==> src/rtl/ps2_keyboard_if.sv <==
// ps2_keyboard_if: PS/2 lines, CPU pop request and status/data word
interface ps2_keyboard_if;
    logic        ps2c;
    logic        ps2d;
    logic        ack;
    logic [15:0] dout;
    modport master (output ps2c, ps2d, ack, input dout);
    modport slave  (input ps2c, ps2d, ack, output dout);
endinterface

==> src/rtl/ps2_keyboard.sv <==
// ps2_keyboard: PS/2 frame receiver feeding a scan-code FIFO read by the CPU
module ps2_keyboard #(
    parameter int FIFO_DEPTH     = 4,
    parameter int FILTER_LEN     = 8,
    parameter int TIMEOUT_CYCLES = 50000
) (
    input  logic          clk,
    input  logic          rst_n,
    ps2_keyboard_if.slave bus
);
    localparam int AW = $clog2(FIFO_DEPTH);
    localparam int FW = $clog2(FILTER_LEN + 1);
    localparam int TW = $clog2(TIMEOUT_CYCLES + 1);

    typedef enum logic [1:0] {IDLE, DATA, PARITY, STOP} state_t;

    state_t          state, state_nx;
    logic [1:0]      c_sync, d_sync;
    logic            c_filt, flip, fall, d, tmo, push;
    logic [FW-1:0]   f_cnt;
    logic [2:0]      cnt;
    logic [7:0]      shreg;
    logic            par;
    logic [TW-1:0]   tout;
    logic            ack_d, pop, do_pop, do_push, empty, full, ovf;
    logic [7:0]      mem [FIFO_DEPTH];
    logic [AW-1:0]   wptr, rptr;
    logic [AW:0]     count;

    assign d    = d_sync[1];
    assign flip = (c_sync[1] != c_filt) && (f_cnt == FW'(FILTER_LEN - 1));
    assign fall = flip && c_filt;
    assign tmo  = tout == TW'(TIMEOUT_CYCLES - 1);

    // synchronize both lines and debounce the clock line
    always_ff @(posedge clk) begin
        if (!rst_n) begin
            c_sync <= 2'b11;
            d_sync <= 2'b11;
            c_filt <= 1'b1;
            f_cnt  <= '0;
        end else begin
            c_sync <= {c_sync[0], bus.ps2c};
            d_sync <= {d_sync[0], bus.ps2d};
            if (c_sync[1] == c_filt || flip) f_cnt <= '0;
            else f_cnt <= f_cnt + 1'b1;
            if (flip) c_filt <= c_sync[1];
        end
    end

    // frame state, data shift register, parity latch and inactivity timer
    always_ff @(posedge clk) begin
        if (!rst_n) begin
            state <= IDLE;
            cnt   <= '0;
            shreg <= '0;
            par   <= 1'b0;
            tout  <= '0;
        end else begin
            state <= state_nx;
            tout  <= (state == IDLE || fall) ? '0 : tout + 1'b1;
            if (fall && state == IDLE) cnt <= '0;
            if (fall && state == DATA) begin
                shreg <= {d, shreg[7:1]};
                cnt   <= cnt + 1'b1;
            end
            if (fall && state == PARITY) par <= d;
        end
    end

    // next-state decode; a stop-bit fall with good parity and stop requests a push
    always_comb begin
        state_nx = state;
        push     = 1'b0;
        if (state != IDLE && !fall && tmo) state_nx = IDLE;
        else if (fall) begin
            case (state)
                IDLE:   state_nx = d ? IDLE : DATA;
                DATA:   state_nx = (cnt == 3'd7) ? PARITY : DATA;
                PARITY: state_nx = STOP;
                STOP: begin
                    state_nx = IDLE;
                    push     = d & (^{shreg, par});
                end
                default: state_nx = IDLE;
            endcase
        end
    end

    assign pop     = bus.ack & ~ack_d;
    assign empty   = count == '0;
    assign full    = count == (AW+1)'(FIFO_DEPTH);
    assign do_pop  = pop & ~empty;
    assign do_push = push & (~full | do_pop);

    // FIFO pointers, occupancy, sticky overflow and ack edge detector
    always_ff @(posedge clk) begin
        if (!rst_n) begin
            wptr  <= '0;
            rptr  <= '0;
            count <= '0;
            ovf   <= 1'b0;
            ack_d <= 1'b0;
        end else begin
            ack_d <= bus.ack;
            if (do_push) wptr <= wptr + 1'b1;
            if (do_pop) rptr <= rptr + 1'b1;
            count <= count + (AW+1)'(do_push) - (AW+1)'(do_pop);
            if (do_pop) ovf <= 1'b0;
            else if (push && full) ovf <= 1'b1;
        end
    end

    // FIFO storage needs no reset since empty masks the head byte
    always_ff @(posedge clk) begin
        if (do_push) mem[wptr] <= shreg;
    end

    assign bus.dout = {~empty, ovf, 6'b0, empty ? 8'h00 : mem[rptr]};
endmodule

==> src/flat_wrapper.sv <==
// flat-port wrapper written by rule: the top's interface ports become plain ports
module ps2_keyboard_flat 
#(
    parameter int FIFO_DEPTH     = 4,
    parameter int FILTER_LEN     = 8,
    parameter int TIMEOUT_CYCLES = 50000
)
  (clk, rst_n, bus_ps2c, bus_ps2d, bus_ack, bus_dout);
  ps2_keyboard_if bus_i ();
  input  logic clk;
  input  logic rst_n;
  input wire logic [$bits(bus_i.ps2c)-1:0] bus_ps2c;
  input wire logic [$bits(bus_i.ps2d)-1:0] bus_ps2d;
  input wire logic [$bits(bus_i.ack)-1:0] bus_ack;
  output wire logic [$bits(bus_i.dout)-1:0] bus_dout;
  assign bus_i.ps2c = bus_ps2c;
  assign bus_i.ps2d = bus_ps2d;
  assign bus_i.ack = bus_ack;
  assign bus_dout = bus_i.dout;
  ps2_keyboard #(.FIFO_DEPTH(FIFO_DEPTH), .FILTER_LEN(FILTER_LEN), .TIMEOUT_CYCLES(TIMEOUT_CYCLES)) u_core (.clk(clk), .rst_n(rst_n), .bus(bus_i));
endmodule
==> config.mk <==
export PLATFORM = sky130hd
export DESIGN_NAME = ps2_keyboard_flat
export DESIGN_NICKNAME = d
export VERILOG_FILES = /design/src/rtl/ps2_keyboard_if.sv /design/src/rtl/ps2_keyboard.sv /design/src/flat_wrapper.sv
export SDC_FILE = /design/constraint.sdc
export NUM_CORES = 1
export LEC_CHECK = 0
export CELL_PAD_IN_SITES_DETAIL_PLACEMENT = 1
export CELL_PAD_IN_SITES_GLOBAL_PLACEMENT = 1
export CORE_MARGIN = 3
export CORE_UTILIZATION = 45
export DETAILED_ROUTE_END_ITERATION = 8
export DONT_BUFFER_PORTS = 1
export PLACE_DENSITY_LB_ADDON = 0.1
export SYNTH_ARGS = -nofsm -noshare
export SYNTH_HDL_FRONTEND = slang
export SYNTH_SLANG_ARGS = --single-unit
==> constraint.sdc <==
create_clock -name clk -period 2.5 [get_ports clk]
set_clock_uncertainty 0.1 [all_clocks]
set_input_delay 0.5 -clock clk [delete_from_list [all_inputs] [get_ports clk]]
set_output_delay 0.5 -clock clk [all_outputs]
set_load 0.02 [all_outputs]
Yosys cells after proc, flatten, opt, wreduce, memory -nomap -nowiden
Memories as Yosys holds them, arrays and structs flattened. A register that Yosys moved wholly into a read port is not among the register bits.
Index checks and enable logic that the tools add are counted.
{ "totals": {"word_cells": 73, "n_memories": 1, "ram_bits": 32, "regBits": 48, "in_bits": 5} }
{ "mem_list": {"columns": ["name", "depth", "word_bits", "rd", "rd_clocked_by_memory_dff", "wr", "line_no", "source"], "rows": [
  ["u_core.mem", 4, 8, 1, 1, 1, "ps2_keyboard.sv:26", "logic [7:0] mem [FIFO_DEPTH];"]
]} }
{ "op_classes": {"n_addsub": 7, "n_reduce_logical": 20, "bitwise_logic": 9, "muxes": 13, "eq_ne": 9} }
{ "op_table": {"columns": ["cell", "count"], "rows": [
  ["$add A16 B1 Y16 const B", 1],
  ["$eq A16 B16 Y1 const B", 1],
  ["$reduce_xor A9 Y1", 1],
  ["$logic_and A1 B1 Y1", 8],
  ["$mux W8", 1],
  ["$pmux W2 S4", 1],
  ["$reduce_or A2 Y1", 4],
  ["$eq A3 B3 Y1 const B", 2],
  ["$mux W1", 6],
  ["$mux W2", 3],
  ["$mux W3", 2],
  ["$add A2 B1 Y2 const B", 2],
  ["$add A4 B1 Y4 const B", 1],
  ["$and A1 B1 Y1", 4],
  ["$eq A2 B2 Y1 const B", 2],
  ["$eq A4 B3 Y1 const B", 1],
  ["$not A1 Y1", 4],
  ["$reduce_bool A2 Y1", 2],
  ["$add A3 B1 Y3", 1],
  ["$add A3 B1 Y3 const B", 1],
  ["$logic_not A3 Y1", 1],
  ["$sub A3 B1 Y3", 1],
  ["$eq A2 B1 Y1 const B", 1],
  ["$logic_not A2 Y1", 1],
  ["other kinds (5)", 6]
]} }

Logic depth before layout (Yosys ltp)
{ "depth": {"ltp_word": 10, "mapped_depth": 13, "depth_no_buf": 13} }

Worst setup path after synthesis
Ideal clock, no wire load.
{ "synth_timing": {"path_type": "reg-to-reg", "start": "register u_core.shreg[4]", "end": "register u_core.count[2]", "n_path_buf": 0, "setup_time_ps": 128, "path_stages_with_launch": 13, "setup_slack_ps": -241, "t_required_ps": 2272, "synth_period_minus_slack_ps": 2741, "arrival_ps": 2513, "cell_sequence": "dfxtp_1 > xnor2_1 > xnor3_2 > xor2_1 > nor2_1 > inv_1 > ha_1 > inv_1 > ha_1 > fa_1 > xnor2_1 > xnor2_1 > nor2_1"} }
{ "synth_between": {"elab_chain_len": 8} }
{ "synth_lines": {"columns": ["element", "line_no", "source"], "rows": [
  ["start: declaration", "ps2_keyboard.sv:22", "logic [7:0] shreg;"],
  ["start signal: assignment", "ps2_keyboard.sv:64", "shreg <= {d, shreg[7:1]};"],
  ["$reduce_xor A9 Y1", "ps2_keyboard.sv:83", "push = d & (^{shreg, par});"],
  ["$and A1 B1 Y1", "ps2_keyboard.sv:83", null],
  ["$mux W1", "ps2_keyboard.sv:77", "case (state)"],
  ["$mux W1", "ps2_keyboard.sv:76", "else if (fall) begin"],
  ["$mux W1", "ps2_keyboard.sv:75", "if (state != IDLE && !fall && tmo) state_nx = IDLE;"],
  ["$and A1 B1 Y1", "ps2_keyboard.sv:94", "assign do_push = push & (~full | do_pop);"],
  ["$add A3 B1 Y3", "ps2_keyboard.sv:108", "count <= count + (AW+1)'(do_push) - (AW+1)'(do_pop);"],
  ["$sub A3 B1 Y3", "ps2_keyboard.sv:108", null],
  ["end signal: assignment", "ps2_keyboard.sv:108", null],
  ["end: declaration", "ps2_keyboard.sv:28", "logic [AW:0] count;"]
]} }
No other way between the ends.
A chain may end at the register's enable or synchronous reset.

Worst setup path in the final report
{ "layout_timing": {"start": "register u_core.shreg[6]", "end": "register u_core.count[2]"} }
The elaborated chain is that of the path after synthesis.

==> impl_metrics.yaml <==
run_status:
  status: "finished, violations left"
  violations: "negative setup slack"
placed_design:
  port_buffers: 0
  dp_hpwl_um: 4250
  gp_congestion: 0.751
logic_synthesis:
  syn_area_um2: 3500
  ys_seq_elements: 82
  ys_seq_area_share_pct: 56.0
  synth_top_family_by_area: "simple AND/OR/NAND/NOR gates"
  synth_area_leaders: "dfxtp_1 (29%), edfxtp_1 (27%), mux4_2 (5.1%), nor2_1 (4.4%), ha_1 (3.6%)"
  synth_fa_ha_area_share_pct: 4.14
  ys_top_cells_by_count: "dfxtp_1 (50), nor2_1 (41), edfxtp_1 (32)"
  synth_xor_area_share_pct: 8.11
  synth_cell_type_count: 43
  syn_avg_cell_area_um2: 11.9
  synthMuxAreaShare_pct: 8.61
  synth_compound_area_share_pct: 2.18
  synth_top_area_cell: "dfxtp_1"
  synth_top_area_share_pct: 28.6
  async_flop_share_pct: 0
  synth_edf_count: 32
  yosysWarnings: 0
  ys.flop_type: "dfxtp_1"
  synth_simple_gate_area_share_pct: 16.7
  syn-instance-count: 295
  post-synth-top-count-cell: "dfxtp_1"
setup_path:
  r2r-start: "u_core.shreg[6]$_SDFFE_PN0P_"
  worstPathCellList: "xnor2_2 > xnor3_2 > xor2_2 > nor2_1 > inv_1 > ha_1 > inv_1 > ha_2 > fa_2 > xnor2_2 > xnor2_1 > nor2_1"
  cp.required_ps: 2640
  slowest_stage: "xnor3_2"
  criticalPathCategory: "register to register"
  startpoint_type: "register"
  crit_path_end_kind: "register"
  ff2ff_path_depth: 12
  cp-endpoint: "u_core.count[2]$_SDFF_PN0_"
  cpLargestDelayFamily: "XOR/XNOR gates"
  path_depth: 12
  critPathBufInv: 2
  timing.critical_path.from: "u_core.shreg[6]$_SDFFE_PN0P_"
  cp_max_fo: 2
  slowest_delay_ps: 470
  worstReg2RegEnd: "u_core.count[2]$_SDFF_PN0_"
  critPathArrivalTime_ps: 2800
  r2r_slack_ps: -160
power:
  leakage_nw: 1.54
  vdd_drop_max_v: 0.000306
  powerDensity_nw_per_um2: 709
sta:
  setup_ws_ps: -158
  fmax_ghz: 0.376
  period_share_pct: 106
  rsz0062_at_grt: "true"
  setup_tns_ps: -172
  whs_ps: 115
  setup_viol: 2
  period_minus_slack_ps: 2660
  max_slew_margin_pct: 58.0
  worst_pin_slew_ps: 625
  slew_violations: 0
  finalHoldViolCount: 0
cells_and_area:
  fill_cells: 793
  antennaDiodeCount: 0
  drive_gt1_share_pct: 22.6
  seqCellArea_um2: 1970
  finalNetCount: 334
  area_growth_pct: 13.0
  multi_input_area_um2: 1470
cts:
  htree_levels: 3
  clockBufferDepth: 2
  clk_latency_ps: 350
  clockRootBuffer: "clkbuf_8"
  path_clk_slew_ps: 90
  cts_tree: "done"
  cts_buffers: 9
  cts_num_sinks: 82
floorplan:
  pin_count: 21
  die_w_um: 94.2
  initial_core_util_pct: 47.3
  dieArea_um2: 8880
  core_um2: 7410
  die_h_um: 94.2
  rows: 31
route:
  routed_wl_um: 5890
  vias: 2096
  drc: 0
  routed_via_density: 4.97
  drtPass1Iterations: 4
  wl_per_cell_um: 13.9
  drt_iter0_drc: 27
  ant_nets: 0
global_routing:
  use_met2_pct: 25.5
  grt_pass1_vias: 2224
  grt_use_total_pct: 15.1
  grt_use_met3_pct: 3.37
  grt_max_degree: 20
  grt_busiest_layer: "met2"
  use_met1_pct: 17.8
  grt_overflow_total: 0
  grt_pass1_wl_um: 10300
  antenna_found_initial: 0
run:
  max_cap_viol_count: 0
hold_path:
  min_path_type: "primary input to register"
[metrics by stage]
step	util [%]	setup slack [ps]	total power [W]	area, um^2	std cells
2_1_floorplan	-	-113	0.00188	3540	300
4_1_cts	53.2	-172	0.00285	3940	421
6_report	53.4	-158	0.00281	3960	422
5_1_grt	53.4	-281	0.00295	3960	422
3_5_place_dp	50.3	-182	0.00196	3720	404
3_3_place_gp	50.3	-150	0.00195	3720	404
[cell families (layout without fill, tap and decap cells)]
kind of cell / after synthesis / in the layout
adder cells (fa/ha/maj): 11 / 11
buffers and inverters: 29 / 52
flip-flops: 82 / 82
AO/OA/AOI/OAI: 14 / 14
other: 1 / 6
XOR/XNOR: 29 / 29
multiplexers: 20 / 20
AND/OR/NAND/NOR: 109 / 109
[sequential cells by signal (all words and copies together) (netlist names), named ones only]
register and flops:
u_core.mem 32, u_core.tout 16, u_core.shreg 8, u_core.f_cnt 4, u_core.cnt 3, u_core.count 3
u_core.c_sync 2, u_core.d_sync 2, u_core.rptr 2, u_core.wptr 2, u_core.ack_d 1, u_core.c_filt 1
u_core.ovf 1, u_core.par 1, u_core.state 1
[power by group]
group | total (W) | internal (W) | switching, W | leakage, nW
combinational | 0.000471 | 0.000204 | 0.000268 | 0.754
clock | 0.000892 | 0.000376 | 0.000516 | 0.0844
sequential | 0.00144 | 0.00141 | 0.0000313 | 0.703
[cell usage in the layout (no fill, tap or decap), drive strengths merged]
| cell | count |
|---|---|
| nand2 | 12 |
| nor3b | 1 |
| a21oi | 5 |
| buf | 22 |
| nand3b | 1 |
| nand4 | 2 |
| or3 | 1 |
| clkbuf | 9 |
| ha | 10 |
| and3 | 6 |
| o22ai | 1 |
| nor2 | 42 |
| clkinv | 1 |
| xor2 | 14 |
| nor4b | 1 |
| a31oi | 1 |
| xnor3 | 1 |
| fa | 1 |
| edfxtp | 32 |
| xnor2 | 14 |
| conb | 6 |
| dfxtp | 50 |
| nand2b | 5 |
| nor3 | 5 |
| and2b | 7 |
| o21ai | 7 |
| nand3 | 13 |
| and2 | 4 |
| mux2 | 1 |
| nor4 | 4 |
| or2 | 2 |
| clkinvlp | 3 |
| inv | 17 |
| mux4 | 8 |
| mux2i | 11 |
| or3b | 1 |
| nor2b | 2 |
[layout make-up]
type / instances / share of cell area, %
inverters: 14 / 1.33
multi-input cells: 189 / 37.0
well taps: 99 / 3.13
flip-flops and latches: 82 / 49.7
clock buffers: 9 / 3.13
clock inverters: 7 / 1.52
repair buffers: 22 / 4.17
[worst min-delay path by stage]
| stage | to | cells past startpoint | start | slack [ps] |
|---|---|---|---|---|
| 6_report | u_core.c_sync[1]$_SDFF_PN1_ | 1 | rst_n | 120 |
| 5_1_grt | u_core.c_sync[1]$_SDFF_PN1_ | 1 | rst_n | 100 |
| 2_1_floorplan | u_core.c_sync[1]$_SDFF_PN1_ | 1 | u_core.c_sync[0]$_SDFF_PN1_ | 290 |
| 4_1_cts | u_core.c_sync[1]$_SDFF_PN1_ | 1 | rst_n | 100 |
| 3_5_place_dp | u_core.c_sync[1]$_SDFF_PN1_ | 1 | u_core.c_sync[0]$_SDFF_PN1_ | 300 |
| 3_3_place_gp | u_core.d_sync[1]$_SDFF_PN1_ | 1 | u_core.d_sync[0]$_SDFF_PN1_ | 290 |
[layer usage]
| metal | vias up | share of wire, % |
|---|---|---|
| li1 | 1042 | - |
| met1 | 1016 | 46 |
| met2 | 28 | 49 |
| met3 | 10 | 3.4 |
| met4 | 0 | 1.9 |
| met5 | - | 0 |
[timing repair]
action | in CTS | in global routing
hold buffers | 0 | 0
pin swaps | 4 | 1
buffers inserted | 1 | 1
resized for setup | 5 | 1
setup endpoints to repair | 2 | 2
No activity file was read; power rests on OpenSTA's default activity.
